File: config.mk
export PLATFORM = sky130hd
export DESIGN_NAME = regfile_sequencer
export DESIGN_NICKNAME = d
export VERILOG_FILES = /design/src/rtl/regfile_sequencer.sv
export SDC_FILE = /design/constraint.sdc
export NUM_CORES = 1
export LEC_CHECK = 0
export BUFFER_PORTS_ARGS = -buffer_cell sky130_fd_sc_hd__buf_2
export CORE_UTILIZATION = 45
export CTS_CLUSTER_SIZE = 40
export DETAILED_ROUTE_END_ITERATION = 16
export PLACE_DENSITY = 0.73
export SETUP_SLACK_MARGIN = 0.4
export SYNTH_ARGS = -nofsm -noshare
export SYNTH_HDL_FRONTEND = slang
export SYNTH_SLANG_ARGS = --single-unit
File: constraint.sdc
create_clock -name clk -period 2.7 [get_ports clk]
set_input_delay 0.27 -clock clk [delete_from_list [all_inputs] [get_ports clk]]
set_output_delay 0.27 -clock clk [all_outputs]
set_load 0.02 [all_outputs]
File: src/rtl/regfile_sequencer.sv
// Command sequencer that owns both ports of the 8-entry register file and expands
// LDI / MOV / SWAP / READ commands into fixed read-then-write cycle sequences.
module regfile_sequencer #(
   parameter int DW = 16,
   parameter int AW = 3
) (
   input  logic          clk,
   input  logic          reset_n,
   input  logic          req_valid,
   output logic          req_ready,
   input  logic [1:0]    req_op,
   input  logic [AW-1:0] req_ra,
   input  logic [AW-1:0] req_rb,
   input  logic [DW-1:0] req_imm,
   output logic          rsp_valid,
   output logic [DW-1:0] rsp_data,
   input  logic          rsp_ready,
   output logic          op_done,
   output logic [AW-1:0] rf_readnum,
   input  logic [DW-1:0] rf_data_out,
   output logic [AW-1:0] rf_writenum,
   output logic          rf_write,
   output logic [DW-1:0] rf_data_in
);

   typedef enum logic [2:0] {
      IDLE,
      RD_A,
      RD_B,
      WR_A,
      WR_B,
      RESP
   } state_t;

   localparam logic [1:0] OP_LDI  = 2'b00;
   localparam logic [1:0] OP_MOV  = 2'b01;
   localparam logic [1:0] OP_SWAP = 2'b10;

   state_t          r_state;
   state_t          w_nextState;
   logic [1:0]      r_op;
   logic [AW-1:0]   r_ra;
   logic [AW-1:0]   r_rb;
   logic [DW-1:0]   r_imm;
   logic [DW-1:0]   r_tmpA;
   logic [DW-1:0]   r_tmpB;
   logic            r_opDone;
   logic            w_accept;
   logic            w_opDoneNext;

   assign op_done = r_opDone;

   always_ff @(posedge clk or negedge reset_n) begin
      if (!reset_n) begin
         r_state  <= IDLE;
         r_op     <= '0;
         r_ra     <= '0;
         r_rb     <= '0;
         r_imm    <= '0;
         r_tmpA   <= '0;
         r_tmpB   <= '0;
         r_opDone <= 1'b0;
      end else begin
         r_state  <= w_nextState;
         r_opDone <= w_opDoneNext;
         if (w_accept) begin
            r_op  <= req_op;
            r_ra  <= req_ra;
            r_rb  <= req_rb;
            r_imm <= req_imm;
         end
         if (r_state == RD_A) begin
            r_tmpA <= rf_data_out;
         end
         if (r_state == RD_B) begin
            r_tmpB <= rf_data_out;
         end
      end
   end

   // Register-file strobes are decoded purely from state so an async reset kills them at once.
   always_comb begin
      w_nextState  = r_state;
      w_accept     = 1'b0;
      w_opDoneNext = 1'b0;
      req_ready    = 1'b0;
      rsp_valid    = 1'b0;
      rsp_data     = '0;
      rf_readnum   = '0;
      rf_writenum  = '0;
      rf_write     = 1'b0;
      rf_data_in   = '0;
      case (r_state)
         IDLE: begin
            req_ready = reset_n;
            w_accept  = req_valid;
            if (req_valid) begin
               w_nextState = (req_op == OP_LDI) ? WR_A : RD_A;
            end
         end
         RD_A: begin
            rf_readnum = (r_op == OP_MOV) ? r_rb : r_ra;
            if (r_op == OP_MOV) begin
               w_nextState = WR_A;
            end else if (r_op == OP_SWAP) begin
               w_nextState = RD_B;
            end else begin
               w_nextState = RESP;
            end
         end
         RD_B: begin
            rf_readnum  = r_rb;
            w_nextState = WR_A;
         end
         WR_A: begin
            rf_write    = 1'b1;
            rf_writenum = r_ra;
            case (r_op)
               OP_LDI:  rf_data_in = r_imm;
               OP_MOV:  rf_data_in = r_tmpA;
               default: rf_data_in = r_tmpB;
            endcase
            if (r_op == OP_SWAP) begin
               w_nextState = WR_B;
            end else begin
               w_nextState  = IDLE;
               w_opDoneNext = 1'b1;
            end
         end
         WR_B: begin
            rf_write     = 1'b1;
            rf_writenum  = r_rb;
            rf_data_in   = r_tmpA;
            w_nextState  = IDLE;
            w_opDoneNext = 1'b1;
         end
         RESP: begin
            rsp_valid = 1'b1;
            rsp_data  = r_tmpA;
            if (rsp_ready) begin
               w_nextState = IDLE;
            end
         end
         default: w_nextState = IDLE;
      endcase
   end

endmodule

**After elaboration in Yosys (flattened, before gate mapping)**

Index checks and enable logic that the tools add are counted.
W data, S select, Z words.

- Register bits: 60
- Logic and storage cells: 41

- Reductions and logical operators: 5
- Multiplexer cells: 19
- Equal/unequal tests: 9

Operators by type and width:

| operator | number |
|---|---|
| $pmux W16 S2 | 2 |
| $mux W3 | 6 |
| $mux W16 | 1 |
| $pmux W3 S5 | 1 |
| $pmux W3 S2 | 2 |
| $eq A3 B2 Y1 const B | 2 |
| $eq A3 B3 Y1 const B | 2 |
| $mux W1 | 5 |
| $logic_not A2 Y1 | 2 |
| $ne A2 B2 Y1 const B | 2 |
| $eq A3 B1 Y1 const B | 1 |
| $logic_not A3 Y1 | 1 |
| $eq A2 B1 Y1 const B | 1 |
| $eq A2 B2 Y1 const B | 1 |
| $mux W2 | 1 |
| $pmux W1 S2 | 1 |
| $reduce_and A2 Y1 | 1 |
| $reduce_or A2 Y1 | 1 |

**Depth between registers and ports, before layout**

Gate-level depths: netlist of run 1.

- Depth after elaboration: 4
- Gate-level depth with buffers: 7
- Mapped depth without buffers: 5

**Worst setup path after synthesis of run 1**

Ideal clock, no wire load.

- Kind: reg-to-output
- Start: register r_op[0]
- End: output port rf_data_in[10]
- Data arrival time: 1.769 ns
- Path slack: 0.661 ns
- Cell stages (with the launch flop): 8
- Data required time: 2.430 ns
- Cell sequence: dfrtp_1 inv_1 ha_1 clkbuf_1 nor2_1 buf_2 a22oi_1 o2bb2ai_1

- Word-level cells in the longest chain between the ends: 3
- Elaborated cells on any way between the ends: 4

RTL lines:

| element | RTL line | text |
|---|---|---|
| start: declaration | 41 | `logic [1:0] r_op;` |
| start signal: assignment | 67 | `r_op <= req_op;` |
| $eq A2 B1 Y1 / $logic_not A2 Y1 (equally long branches) | 118 | `case (r_op)` |
| $pmux W16 S2 * | 118 |  |
| $pmux W16 S2 * | 93 | `case (r_state)` |
| end: declaration | 23 | `output logic [DW-1:0] rf_data_in` |

Mark *: on every way between the ends. The rest lies on a longest branch, timed or not.

**Final worst setup path of run 1**

- Start: register r_state[1]
- End: output port rf_data_in[2]

- Word-level cells in the longest chain between the ends: 2
- Elaborated cells on any way between the ends: 3

RTL lines:

| element | RTL line | text |
|---|---|---|
| start: declaration | 39 | `state_t r_state;` |
| start signal: assignment | 64 | `r_state <= w_nextState;` |
| $eq A3 B3 Y1 / $eq A3 B2 Y1 (equally long branches) | 93 |  |
| $pmux W16 S2 * | 93 |  |

Marked as above.

==> results of run 1 <==
==> where the power goes <==
| part | internal, mW | total, mW | switching [mW] | leakage (nW) |
|---|---|---|---|---|
| registers | 1.37 | 1.76 | 0.389 | 0.708 |
| clock network | 0.376 | 0.693 | 0.317 | 0.0893 |
| logic | 1.22 | 2.33 | 1.10 | 1.04 |
==> synthesized netlist by cell type (2+ instances only) <==
cell type | count | area share [%]
nor2_1 | 3 | 0.36
o2bb2ai_1 | 14 | 3.9
a211oi_1 | 2 | 0.48
nor3b_4 | 2 | 1.2
nand3_1 | 2 | 0.32
buf_6 | 8 | 2.9
clkbuf_1 | 4 | 0.48
nand2_1 | 2 | 0.24
ha_1 | 5 | 2.0
o2bb2ai_2 | 2 | 0.96
and2_1 | 18 | 3.6
a22oi_1 | 16 | 3.9
inv_1 | 2 | 0.24
o21ai_0 | 4 | 0.64
mux2_4 | 28 | 14
dfrtp_1 | 60 | 48
mux2_2 | 26 | 9.4
a22o_1 | 6 | 1.7
nor3b_1 | 2 | 0.48
==> path summary, 6_finish.rpt <==
path,from,endpoint,depth (start not counted)
setup / recovery,r_state[1],rf_data_in[2],5
hold / removal,req_imm[6],r_imm[6],2
setup reg to reg,r_state[2],r_imm[0],4
hold reg to reg,r_tmpB[3],r_tmpB[3],1
max in group asynchronous,reset_n,r_state[1],2
min in group asynchronous,reset_n,r_tmpA[4],2
==> through the flow <==
step | cells | hold WS [ns] | worst slack [ns]
finish | 397 | 0.1734 | 0.4850
global route | 397 | 0.1541 | 0.3998
CTS | 397 | 0.1567 | 0.3940
detailed placement | 380 | 0.4967 | 0.6607
global placement | 380 | 0.4921 | 0.6918
floorplan | 224 | -0.02559 | 0.6609
==> per-layer routing <==
metal  global-route usage, %  vias to the layer above  part of all wire (%)
met5                       0                        -                     0
met3                   7.588                       11                   6.5
met1                   26.93                     1076                    45
li1                        -                     1008                     -
met4                   6.934                        0                   1.9
met2                   32.18                       80                    47
==> state kept, by name (all words and copies together) (netlist names) <==
register and cells:
r_state 3, r_rb 3, r_op 2, r_tmpB 16, op_done 1, r_imm 16, r_ra 3, r_tmpA 16
==> what timing repair did <==
item                                    CTS  global route
endpoints found under the setup margin   19            17
setup buffers                             2             0
resized for setup                         3             6
pin swaps                                 1             0
==> logic make-up after synthesis <==
logic type | Yosys count | synth area share [%]
flops | 60 | 48.23
mux | 55 | 23.23
compound gates | 49 | 13.02
simple gates | 38 | 8.964
buf+inv | 17 | 4.542
fa+ha+maj | 5 | 2.010
==> cell type report <==
type,count,area share (%)
clock buffers,13,4.203
repair buffers,96,13.77
clock inverters,2,0.2647
inverters,2,0.1985
multi-input cells,147,39.21
flip-flops and latches,60,39.81
well taps,77,2.548
==> layout by cell type (no fill, tap or decap), types with 2 or more instances in the layout <==
cell type,netlist,final
ha_2,0,2
mux2_4,28,28
o21ai_0,4,3
o2bb2ai_2,2,2
nand3_1,2,2
clkbuf_8,0,11
o2bb2ai_1,14,14
nor2_1,3,2
mux2_2,26,26
buf_2,1,85
clkinv_2,0,2
ha_1,5,3
dfrtp_2,0,3
nor3b_1,2,2
nor3b_4,2,2
buf_4,0,10
clkbuf_1,4,2
a22o_1,6,6
dfrtp_1,60,57
nand2_1,2,2
and2_1,18,18
a211oi_1,2,2
a22oi_1,16,16
==> flow_summary_export.csv, run 1 <==
group,metric,value,unit
cells_and_area,drive_gt1_share,56.25,%
synth,ys_types,37,
clocking,cts_max_level,3,
floorplan,die-area,7254,um^2
power_and_ir_drop,p_leak,1.832,nW
clocking,numCtsBuffers,9,
sta,max_slew_margin,50.40,%
placement,placed_cell_area,3568,um^2
synth,seq_area_frac_synth,48.23,%
worst_hold_path,hold_class,"primary input to flop",
cells_and_area,utilization,58.22,%
setup_path,reg2reg_slack,0.92,ns
sta,finalCriticalPeriod,2.215,ns
setup_path,worstSetupStartpointType,"flop",
global_route,grt_pass1_vias,2256,
placement,port_buffers,85,
synth,syn_area_per_cell,13.90,um^2
setup_path,max_stage_delay,0.52,ns
floorplan,initial_core_util,47.93,%
clocking,cts_root_buf,"clkbuf_8",
clocking,cts_sinks,60,
clocking,clkLatencyLatePin,0.33,ns
setup_path,arrival,1.95,ns
placement,dp_hpwl,4.780,mm
route,routedWlPerCell,17.55,um
power_and_ir_drop,p_per_area,1264,nW/um^2
sta,hold_violations,0,
route,wl,6.966,mm
sta,setup_viol,0,
sta,setup_tns,0,ns
run,maxCapViolations,0,
synth,synth_area,3113,um^2
placement,gp_congestion,0.7395,
synth,synth-main-ff-cell,"dfrtp_1",
clocking,cts_max_path_buffers,2,
global_route,grt_max_degree,61,
clocking,postCtsHoldBufs,0,
cells_and_area,nFillCells,555,
sta,max_freq,451.5,MHz
cells_and_area,area_growth,21.46,%
floorplan,io-pin-count,86,
cells_and_area,fin_nets,365,
sta,rsz0062_at_grt,"false",
floorplan,die_y,85.17,um
setup_path,cp.buffers_inverters,2,
setup_path,cpMaxStageDelayCell,"dfrtp_2",
cells_and_area,multi_input_area,1483,um^2
floorplan,core_area,6495,um^2
sta,tightest_slew,0.7441,ns
sta,maxSlewViolCount,0,
synth,synthArstFlopShare,100.0,%
global_route,grt_usage,20.73,%
global_route,grt_first_pass_wirelength,11.27,mm
sta,finalCritPeriodShare,82.04,%
synth,ys.warnings.count,0,
setup_path,path_class,"flop to output pin",
sta,clock_skew,0.004560,ns
power_and_ir_drop,power,4.781,mW
cells_and_area,final_cell_area,3781,um^2
clocking,cts_tree,"yes",
status,status,"completed",
cells_and_area,ff_latch_area,1505,um^2
power_and_ir_drop,ir_worst_vdd,0.0005803,V
setup_path,end_kind,"output pin",
floorplan,die_x,85.17,um
route,dr_total_vias,2175,
synth,ys_ff_latch,60,
route,vias_per_cell,5.479,
global_route,grt_overflow,0,
setup_path,cp_data_required_time,2.43,ns
synth,synth_edf_count,0,
setup_path,crit_path_cell_trace,"or3b_1 -> o21ai_4 -> buf_4 -> o2bb2ai_1 -> buf_2",
route,drc,0,
global_route,antenna_found_initial,0,
route,drt_iter0_drc,69,
setup_path,cp_max_fo,15,
floorplan,num_rows,29,
setup_path,cp_top_family,"flip-flops",
clocking,clk_pin_slew,0.07,ns
synth,syn-num-nets,273,
cells_and_area,antenna_cells,0,
route,drt_first_pass_iters,5,
synth,syn_inst,224,
route,drt.antenna.violating_nets,0,
Power figures use the tool's default switching activity.
==> inputs of run 2 (changes only) <==
--- a/config.mk
+++ b/config.mk
@@ -5,11 +5,12 @@
 export SDC_FILE = /design/constraint.sdc
 export NUM_CORES = 1
 export LEC_CHECK = 0
+export ABC_AREA = 1
 export BUFFER_PORTS_ARGS = -buffer_cell sky130_fd_sc_hd__buf_2
 export CORE_UTILIZATION = 45
 export CTS_CLUSTER_SIZE = 40
 export DETAILED_ROUTE_END_ITERATION = 16
-export PLACE_DENSITY = 0.73
+export PLACE_DENSITY = 0.76
 export SETUP_SLACK_MARGIN = 0.4
 export SYNTH_ARGS = -nofsm -noshare
 export SYNTH_HDL_FRONTEND = slang
==> constraint.sdc (replaced) <==
create_clock -name clk -period 1.88 [get_ports clk]
set_input_delay 0.188 -clock clk [delete_from_list [all_inputs] [get_ports clk]]
set_output_delay 0.188 -clock clk [all_outputs]
set_load 0.02 [all_outputs]
==> run 2 against run 1 <==
Non-clock buffer count is 24 higher. Synthesized cell count increased by 100%. Critical path type unchanged. Core utilization is 10 points higher. Critical endpoint is now rf_data_in[13]. Clock skew increased by 0.0017 ns. Sequential cell count unchanged. Critical path depth increased by 4. Clock power increased by 67%. Via count grew 56%. Register-to-register slack got worse by 0.52 ns. Hold slack got worse by 0.13 ns. Largest cell class is now multi-input gates. Power grew 71%. Design area up 25%. The flow now finishes with violations (negative setup slack).
==> flow_summary_export.csv, run 2 <==
group,metric,value,unit
clocking,cts_tree,"yes",
cells_and_area,utilization,68.56,%
cells_and_area,drive_gt1_share,34.81,%
sta,hold_violations,0,
status,status,"finished, violations left",
setup_path,path_class,"flop to output pin",
synth,yosys-top-cells-count,"nand2_1, o21ai_0, dfrtp_1, inv_1, nor2_1",
cells_and_area,layout_commonest_cell,"nand2_1",
route,drt_first_pass_iters,5,
sta,tightest_slew,0.7653,ns
placement,dp_hpwl,5.653,mm
route,wl,9.848,mm
global_route,grt_usage,25.14,%
floorplan,die_x,86.96,um
floorplan,die-area,7562,um^2
synth,ys_types,24,
power_and_ir_drop,ir_worst_vdd,0.0009949,V
synth,yosysTopAreaCell,"dfrtp_1",
run,maxCapViolations,0,
clocking,postCtsHoldBufs,0,
synth,synth-main-ff-cell,"dfrtp_1",
setup_path,cp_max_fo,32,
cells_and_area,fin_nets,610,
sta,rsz0062_at_grt,"true",
global_route,grt_overflow,0,
synth,synth_top_area_share,46.22,%
setup_path,r2r-end,"r_tmpB[1]",
setup_path,worstSetupStartpointType,"flop",
setup_path,r2r-start,"r_state[0]",
synth,synthArstFlopShare,100.0,%
setup_path,crit_end,"rf_data_in[13]",
setup_path,arrival,1.81,ns
sta,max_freq,500.7,MHz
route,vias_per_cell,5.127,
floorplan,initial_core_util,47.29,%
synth,seq_area_frac_synth,46.22,%
synth,synth_area,3248,um^2
sta,maxSlewViolCount,0,
route,routedWlPerCell,14.88,um
sta,finalCriticalPeriod,1.997,ns
cells_and_area,multi_input_area,1708,um^2
route,drt_iter0_drc,310,
synth,synth_edf_count,0,
global_route,grt_max_degree,61,
global_route,grt_pass1_vias,3075,
synth,synth_most_common_cell,"nand2_1",
setup_path,cp_data_required_time,1.69,ns
sta,setup_viol,17,
power_and_ir_drop,p_leak,2.437,nW
worst_hold_path,hold_class,"primary input to asynchronous set/reset pin",
cells_and_area,ff_latch_area,1506,um^2
placement,gp_congestion,0.8483,
sta,clock_skew,0.006215,ns
global_route,antenna_found_initial,0,
route,drt.antenna.violating_nets,0,
cells_and_area,area_growth,44.99,%
sta,setup_tns,-0.9297,ns
floorplan,core_area,6869,um^2
clocking,cts_root_buf,"clkbuf_8",
sta,max_slew_margin,48.98,%
setup_path,worstRegToRegCells,6,
clocking,cts_max_level,3,
sta,setup_slack,-0.1172,ns
floorplan,io-pin-count,86,
cells_and_area,nFillCells,538,
clocking,numCtsBuffers,9,
synth,syn-num-nets,501,
clocking,clk_pin_slew,0.07,ns
synth,synth_area_leaders,"dfrtp_1, nand2_1, o21ai_0",
cells_and_area,reg_top3,"r_imm (16), r_tmpA (16), r_tmpB (16)",
synth,ys_ff_latch,60,
clocking,cts_max_path_buffers,2,
cells_and_area,antenna_cells,0,
synth,syn_area_per_cell,7.186,um^2
power_and_ir_drop,p_per_area,1740,nW/um^2
setup_path,end_kind,"output pin",
route,drc,0,
sta,finalCritPeriodShare,106.2,%
global_route,grt_first_pass_wirelength,14.48,mm
synth,syn_inst,452,
setup_path,reg2reg_slack,0.40,ns
floorplan,num_rows,30,
clocking,clkLatencyLatePin,0.35,ns
clocking,cts_sinks,60,
floorplan,die_y,86.96,um
placement,pre_cts_ws,0.1904,ns
route,dr_total_vias,3394,
placement,port_buffers,85,
synth,ys.warnings.count,0,
cells_and_area,final_cell_mix,"nand2_1, dfrtp_1, buf_2, o21ai_0, inv_1",
setup_path,cp-startpoint,"r_op[0]",
status,violations,"negative setup slack",
## run 2: cell count changes in the layout (fill, tap and decap cells not counted), sizes merged, moves of 4 or more
cell,before,now
nor2,3,36
inv,2,53
mux2,54,0
o2bb2ai,16,0
buf,96,120
and2,18,1
a22o,6,0
o21ai,5,76
a22oi,16,0
nor3b,4,0
nand2,2,179
nand3,2,11
## run 2: repair_timing
action | 4_1_cts | 5_1_grt
setup endpoints to repair | 60 | 62
pin swaps | 4 | 8
setup buffers | 8 | 17
cloned | 0 | 1
gates resized for setup | 79 | 77
## run 2: logic make-up (layout without fill, tap and decap cells)
kind of cell,Yosys count,in the layout,share of synthesized area [%]
simple gates,230,230,28.78
compound gates,81,81,12.67
buf+inv,76,190,10.40
flops,60,60,46.22
fa+ha+maj,5,5,1.926
## run 2: worst min path at each step
| stage | end | slack [ns] |
|---|---|---|
| 6_report | r_rb[2] | 0.04 |
| 5_1_grt | r_imm[7] | 0.04 |
| 4_1_cts | r_imm[12] | 0.04 |
| 3_5_place_dp | r_imm[12] | 0.39 |
| 3_3_place_gp | r_imm[14] | 0.39 |
| 2_1_floorplan | op_done | -0.11 |
## run 2: report_power, final
part           total [mW]  switching (mW)  internal [mW]  leakage (nW)
Sequential           2.44           0.510           1.94         0.735
Clock                1.16           0.515          0.647         0.100
Combinational        4.59            2.75           1.84          1.60
## run 2: stage by stage
step	cells	total power [mW]	hold slack [ns]	area (um^2)
4_1_cts	644	7.242	0.03735	4278
2_1_floorplan	452	4.759	-0.1076	3321
3_5_place_dp	620	5.557	0.3917	3781
3_3_place_gp	620	5.424	0.3926	3781
6_report	662	8.193	0.03862	4710
5_1_grt	662	8.758	0.03981	4710
## run 2: cell type report
| type | count | share of cell area [%] |
|---|---|---|
| sequential | 60 | 31.99 |
| clock buffer | 12 | 3.082 |
| inverter | 54 | 4.729 |
| tap | 96 | 2.550 |
| timing repair buffer | 120 | 20.35 |
| clock inverter | 4 | 1.036 |
| multi-input combinational | 316 | 36.26 |
## run 2: layer usage
metal  vias to the layer above  part of all wire [%]  wire length [um]  global-route usage, %
li1                       1615                     -                 -                      -
met1                      1586                    42              4123                  32.93
met2                       155                    49              4828                  40.59
met3                        38                   5.5               542                  3.981
met4                         0                   3.6               354                  12.42
met5                         -                     0                 0                      0
## run 2: worst max-delay path: stages (launching register included)
cell and delay [ns]:
dfrtp_2 0.44, inv_2 0.11, ha_4 0.17, nor2_4 0.04
buf_12 0.15, nand2_1 0.08, nand2_1 0.07, o21ai_2 0.18
nand2_2 0.06, buf_4 0.15
